### config.mk
export PLATFORM = sky130hd
export DESIGN_NAME = nvm_read_ctrl
export DESIGN_NICKNAME = d
export VERILOG_FILES = /design/src/rtl/nvm_pkg.sv /design/src/rtl/nvm_rd_timeout.sv /design/src/rtl/nvm_read_ctrl.sv
export SDC_FILE = /design/constraint.sdc
export NUM_CORES = 1
export LEC_CHECK = 0
export BUFFER_PORTS_ARGS = -buffer_cell sky130_fd_sc_hd__buf_2
export CAP_MARGIN = 10
export CELL_PAD_IN_SITES_DETAIL_PLACEMENT = 0
export CELL_PAD_IN_SITES_GLOBAL_PLACEMENT = 1
export CORE_AREA = 2 2 127 116
export DETAILED_ROUTE_END_ITERATION = 6
export DIE_AREA = 0 0 129 118
export HOLD_SLACK_MARGIN = 0.02
export PLACE_DENSITY = 0.86
export SYNTH_ARGS = -nofsm -noshare
export SYNTH_HDL_FRONTEND = slang
export SYNTH_SLANG_ARGS = --single-unit
### constraint.sdc
create_clock -name CLK -period 2.1 [get_ports CLK]
set_input_delay 0.63 -clock CLK [delete_from_list [all_inputs] [get_ports CLK]]
set_output_delay 0.63 -clock CLK [all_outputs]
set_load 0.03 [all_outputs]
### src/rtl/nvm_pkg.sv
// Shared NVM types and constants used by the flush and read-path controllers.
// Flash byte addresses are {block, page, word offset, 2'b00}.
package nvm_pkg;

    localparam int WORD_W         = 32;
    localparam int VIRTUAL_ADDR_W = 16;
    localparam int FLASH_ADDR_W   = 28;
    localparam int BLOCK_W        = 10;
    localparam int PAGE_W         = 6;
    localparam int OFFSET_W       = VIRTUAL_ADDR_W - PAGE_W;
    localparam int LEN_W          = 4;
    localparam int TIMEOUT_CYC    = 255;
    localparam int TMO_W          = 8;

    typedef logic [WORD_W-1:0]       word_t;
    typedef logic [BLOCK_W-1:0]      block_t;
    typedef logic [PAGE_W-1:0]       page_t;
    typedef logic [PAGE_W-1:0]       lpn_t;
    typedef logic [OFFSET_W-1:0]     offset_t;
    typedef logic [LEN_W-1:0]        len_t;
    typedef logic [FLASH_ADDR_W-1:0] flash_addr_t;

    typedef enum logic [2:0] {
        IDLE,
        LOOKUP,
        ISSUE,
        WAIT,
        RETURN,
        ERROR
    } rd_state_t;

    function automatic flash_addr_t make_flash_addr(block_t blk, page_t pg, offset_t off);
        return {blk, pg, off, 2'b00};
    endfunction

endpackage

### src/rtl/nvm_rd_timeout.sv
// Saturating wait-cycle counter for flash reads. expired marks the last
// enabled cycle before LIMIT cycles have elapsed since the last clear.
module nvm_rd_timeout
    import nvm_pkg::*;
#(
    parameter int LIMIT = TIMEOUT_CYC
) (
    input  logic CLK,
    input  logic nRST,
    input  logic clr,
    input  logic en,
    output logic expired
);

    logic [TMO_W-1:0] count_q;

    always_ff @(posedge CLK) begin
        if (!nRST) begin
            count_q <= '0;
        end else if (clr) begin
            count_q <= '0;
        end else if (en && (count_q != '1)) begin
            count_q <= count_q + 1'b1;
        end
    end

    assign expired = en && (count_q == TMO_W'(LIMIT - 1));

endmodule

### src/rtl/nvm_read_ctrl.sv
// NVM read path: translates a logical page through the mapping table, then
// issues one flash read per burst word and returns beats with a valid/ack handshake.
module nvm_read_ctrl
    import nvm_pkg::*;
(
    input  logic                      CLK,
    input  logic                      nRST,
    input  logic                      rd_req,
    input  logic [VIRTUAL_ADDR_W-1:0] rd_addr,
    input  logic [LEN_W-1:0]          rd_len,
    output logic                      rd_ready,
    output logic [WORD_W-1:0]         rd_data,
    output logic                      rd_valid,
    output logic                      rd_last,
    output logic                      rd_err,
    input  logic                      rd_ack,
    input  logic                      gc_busy,
    output logic                      map_req,
    output logic [PAGE_W-1:0]         map_lpn,
    input  logic                      map_ack,
    input  logic                      map_hit,
    input  logic [BLOCK_W-1:0]        map_block,
    input  logic [PAGE_W-1:0]         map_page,
    output logic                      flash_ren,
    output logic [FLASH_ADDR_W-1:0]   flash_addr,
    input  logic [WORD_W-1:0]         flash_rdata,
    input  logic                      flash_rvalid,
    output logic [2:0]                dbg_state
);

    // Handshakes: a request is taken on a rising CLK edge where rd_req && rd_ready;
    // a beat is consumed on an edge where rd_valid && rd_ack, and rd_data/rd_last/
    // rd_err stay constant until then; map_req/map_lpn hold until map_ack.

    rd_state_t state;
    offset_t   off_q;
    len_t      len_q;
    len_t      beat_cnt;
    block_t    blk_q;
    page_t     pg_q;
    logic      tmo_expired;

    assign rd_ready  = (state == IDLE) && !gc_busy;
    assign dbg_state = state;

    nvm_rd_timeout #(
        .LIMIT (TIMEOUT_CYC)
    ) u_timeout (
        .CLK     (CLK),
        .nRST    (nRST),
        .clr     (state == ISSUE),
        .en      (state == WAIT),
        .expired (tmo_expired)
    );

    always_ff @(posedge CLK) begin
        if (!nRST) begin
            state      <= IDLE;
            off_q      <= '0;
            len_q      <= '0;
            beat_cnt   <= '0;
            blk_q      <= '0;
            pg_q       <= '0;
            rd_data    <= '0;
            rd_valid   <= 1'b0;
            rd_last    <= 1'b0;
            rd_err     <= 1'b0;
            map_req    <= 1'b0;
            map_lpn    <= '0;
            flash_ren  <= 1'b0;
            flash_addr <= '0;
        end else begin
            flash_ren <= 1'b0;
            unique case (state)
                IDLE: begin
                    if (rd_req && rd_ready) begin
                        map_lpn  <= rd_addr[VIRTUAL_ADDR_W-1 -: PAGE_W];
                        off_q    <= rd_addr[OFFSET_W-1:0];
                        len_q    <= rd_len;
                        beat_cnt <= '0;
                        map_req  <= 1'b1;
                        state    <= LOOKUP;
                    end
                end
                LOOKUP: begin
                    if (map_ack) begin
                        map_req <= 1'b0;
                        if (map_hit) begin
                            blk_q      <= map_block;
                            pg_q       <= map_page;
                            flash_ren  <= 1'b1;
                            flash_addr <= make_flash_addr(map_block, map_page, off_q);
                            state      <= ISSUE;
                        end else begin
                            rd_valid <= 1'b1;
                            rd_err   <= 1'b1;
                            rd_last  <= 1'b1;
                            rd_data  <= '0;
                            state    <= ERROR;
                        end
                    end
                end
                ISSUE: begin
                    state <= WAIT;
                end
                WAIT: begin
                    // Data arriving in the final timeout cycle still wins.
                    if (flash_rvalid) begin
                        rd_data  <= flash_rdata;
                        rd_valid <= 1'b1;
                        rd_last  <= (beat_cnt == len_q);
                        state    <= RETURN;
                    end else if (tmo_expired) begin
                        rd_valid <= 1'b1;
                        rd_err   <= 1'b1;
                        rd_last  <= 1'b1;
                        rd_data  <= '0;
                        state    <= ERROR;
                    end
                end
                RETURN: begin
                    if (rd_ack) begin
                        rd_valid <= 1'b0;
                        rd_last  <= 1'b0;
                        rd_data  <= '0;
                        if (rd_last) begin
                            state <= IDLE;
                        end else begin
                            // Offset wraps inside the page; the mapping is reused.
                            beat_cnt   <= beat_cnt + 1'b1;
                            off_q      <= off_q + 1'b1;
                            flash_ren  <= 1'b1;
                            flash_addr <= make_flash_addr(blk_q, pg_q, off_q + 1'b1);
                            state      <= ISSUE;
                        end
                    end
                end
                ERROR: begin
                    if (rd_ack) begin
                        rd_valid <= 1'b0;
                        rd_err   <= 1'b0;
                        rd_last  <= 1'b0;
                        state    <= IDLE;
                    end
                end
                default: state <= IDLE;
            endcase
        end
    end

endmodule

==> results.md <==
* R2R Path End: off_q[7]
* Crit path arrival time at about 1.4 ns
* Met1 usage at 0.228
* Multi-input logic area at between 2000 and 3000 sq um
* Routed Antenna Nets at 0
* Initial core utilization at 0.373
* Slowest CP cell: nor4_4
* Min-Delay Path Class: in2reg
* H-tree depth at 4
* Post-synth EDFFs at 0
* Ant. Diodes at 0
* Post-Synth Adder-Cell Area at 0.00965
* Ys async rst share at 0
* First-pass GRT wire length at 22300 microns
* Max_cap viols at 0
* Crit path launch: gc_busy
* Fin nets at between 800 and 900
* Syn_area_per_cell at 8.51 sq um
* 1st-iter DRT viols at approximately 300
* Yosys cell types at 60
* Cells after Synth at 610
* CTS clk-pin slew, worst paths at 0.05 ns
* Fin crit period at 2.02 ns
* Crit path cell chain: buf_2, buf_4, nor4_4, buf_6
* Crit-path leading delay family: buffers and inverters
* Post-synthesis compound-gate area fraction at 0.230
* Fmax achieved at 495 MHz
* RSZ-0062 raised after global routing: false
* Status: complete, no violations
* Leakage at 2.89 nW
* Flops & latches, synth at 114
* Final Hold Viols at 0
* # setup viols final at 0
* Worst r2r src: dbg_state[2]
* Met2 usage at 0.291
* Crit. End Element: output pin
* Max-slew violations at 0
* DR vias/cell at roughly 5
* GRT Total Usage at 0.181
* Via Count at 4874
* Final core occ at 0.496
* CTS tree: done
* Port Buffers at ~150
* Largest net degree at the start of global routing at 52
* TritonCTS buffer count at 17
* Met3 Use GR at 0.0500
* Total buffers and inverters traversed by the critical path at 3
* Die area at 15200 sq um
* Clk buf depth at 2
* Busiest grt layer: met2
* Mapped Area at approximately 5200 sq um
* Final Cycle Share at 0.961
* Fillers at 1311
* Post-DP HPWL at 9510 microns
* Wirelength per Cell at 14.0 microns
* Postcts setup bufs at 0
* Primary FF master, synth: dfxtp_1
* Ratio of total power to cell area at 885 nW/um^2
* Yosys warning count at 0
* Multiplexer area fraction after synthesis at 0.0309
* R2r setup slk at 0.14 ns
* CP max stage delay at 0.33 ns
* Drt first pass iters at 5
* Fraction of the mapped netlist area in simple logic gates at 0.193
* Layout area overhead at 32.8%
* Setup TNS at 0 ns
* Worst Setup EP: rd_ready
* Clk Latency, worst-skew pair at 0.41 ns
* # hold bufs at CTS at 0
* XOR/XNOR Fraction of Synth Area at 0.0236
* Initial antenna violation count at 1
* Worst Clk Skew at 0.00331 ns
* CP startpoint kind: input port
* CP max FO at 2
* Final wirelength at 13500 microns
* Clk root buf: clkbuf_16
* Placer Congestion at 0.839
* Main combinational cell family by area after synthesis: compound AO/OA/AOI/OAI gates
* VDD IR-drop max at 520 uV
* Kind of critical path: in2out
* Crit path depth at 4
* Total power at 6.10 mW
* Share of the yosys chip area belonging to registers at 0.440
* Share of cells above drive strength 1 at 0.308
* Seq. cell area at roughly 2300 sq um
* R2R depth at 6
* Die Span Y at 118 microns
* Core ar. at 13900 sq um
* Slew headroom at 0.594
* Drc violations at 0
* CTS sink count at 114
* Die width at 129 microns
* Cell Rows at 41
* Vias in the first global route at between 4000 and 5000
* Gr ovfl total at 0
* I/O pin count at 151
* Worst EP required at 1.47 ns
* Slew @ Worst Pin at 0.608 ns
[cells in the final DEF, fill, tap and decap left out, types with 3 or more instances in the layout]
cell and count:
nor2_1 47, o31ai_1 34, or2_2 3, a31oi_1 6, buf_2 147, xor2_1 5
a311oi_2 16, nor2b_1 3, o22ai_1 4, dfxtp_1 114, xnor2_1 9, and2_1 3
inv_1 40, nand4_1 4, ha_1 4, a21oi_1 36, o21a_1 3, clkbuf_8 3
a211oi_1 7, clkinv_2 5, clkbuf_16 17, nand3b_1 3, bufinv_16 4, buf_4 24
nand2_1 101, mux2i_1 16, o211a_1 3, nor4_1 3, nand3_1 20, a31o_2 3
or4_1 4, buf_12 4, a311oi_1 4, nor3_1 4, o21ai_0 20, or3_1 6
[routing by layer]
metal | vias to the layer above | wire length [microns]
met5 | - | 0
met4 | 0 | 208
met3 | 15 | 837
met2 | 161 | 6260
met1 | 2248 | 6180
li1 | 2450 | -
[cells by family after synthesis]
logic type / Yosys count
flip-flops: 114
AND/OR/NAND/NOR: 216
AO/OA/AOI/OAI: 156
buffers and inverters: 89
multiplexers: 16
XOR/XNOR: 14
other: 1
adder cells (fa/ha/maj): 4
[where the power goes]
group	internal, mW	switching (mW)	total, mW
Combinational	0.288	0.452	0.740
Clock	2.07	0.977	3.05
Sequential	2.25	0.0611	2.31
[per-stage QoR]
stage	instances	worst slack, ns	hold slack (ns)	area [sq um]
floorplan	611	0.0273	0.447	5200
global placement	933	-0.00407	0.445	6230
detailed placement	933	-0.00629	0.450	6230
CTS	965	0.0367	0.401	6880
global route	965	0.00385	0.412	6890
finish	965	0.0809	0.416	6890
[cell type report]
cell class              instances  area share
well taps                     193      0.0351
multi-input cells             408       0.372
clock inverters                10      0.0225
repair buffers                177       0.148
clock buffers                  22      0.0688
flip-flops and latches        114       0.331
inverters                      41      0.0225
[tightest hold or removal path: stages]
cell,delay (ns)
buf_2,0.07
nand2_1,0.04
o31ai_1,0.05
[repair_timing]
item                                    4_1_cts  5_1_grt
hold endpoints to repair                      0        0
pin swaps                                     1        0
gates resized for setup                       3        2
endpoints found under the setup margin        1        7
[synth_stat cells, types with 4 or more instances]
master,count,area share
nor4_1,4,0.0048
nand2_1,101,0.073
clkbuf_1,33,0.024
nor2_1,48,0.035
ha_1,4,0.0096
nor3_1,4,0.0039
buf_2,6,0.0058
nand3_1,20,0.019
or3_1,6,0.0072
or4_1,4,0.0058
a21oi_1,37,0.036
o21ai_0,20,0.019
nand4_1,4,0.0048
xnor2_1,9,0.015
dfxtp_1,114,0.44
mux2i_1,16,0.031
o22ai_1,4,0.0048
inv_1,40,0.029
a31oi_1,6,0.0072
a311oi_1,5,0.0084
xor2_1,5,0.0084
buf_4,5,0.0072
a311oi_2,15,0.043
a211oi_1,7,0.010
o31ai_1,34,0.049
[sequential cells by signal, summed over array words and instances, names as in the netlist, 3 cells and up]
| name | flops |
|---|---|
| off_q | 10 |
| blk_q | 10 |
| u_timeout.count_q | 8 |
| rd_data | 32 |
| beat_cnt | 4 |
| map_lpn | 6 |
| len_q | 4 |
| dbg_state | 3 |
| flash_addr | 26 |
| pg_q | 6 |
[how the worst min path moves through the flow]
stage	from	endpoint	cells after the start
2_1_floorplan	u_timeout.count_q[7]	u_timeout.count_q[7]	2
3_3_place_gp	map_lpn[5]	map_lpn[5]	2
3_5_place_dp	map_lpn[1]	map_lpn[1]	2
4_1_cts	flash_rdata[27]	rd_data[27]	3
5_1_grt	flash_rdata[11]	rd_data[11]	3
6_report	flash_rdata[15]	rd_data[15]	3
Note: power is estimated with default switching activity, not from simulation.
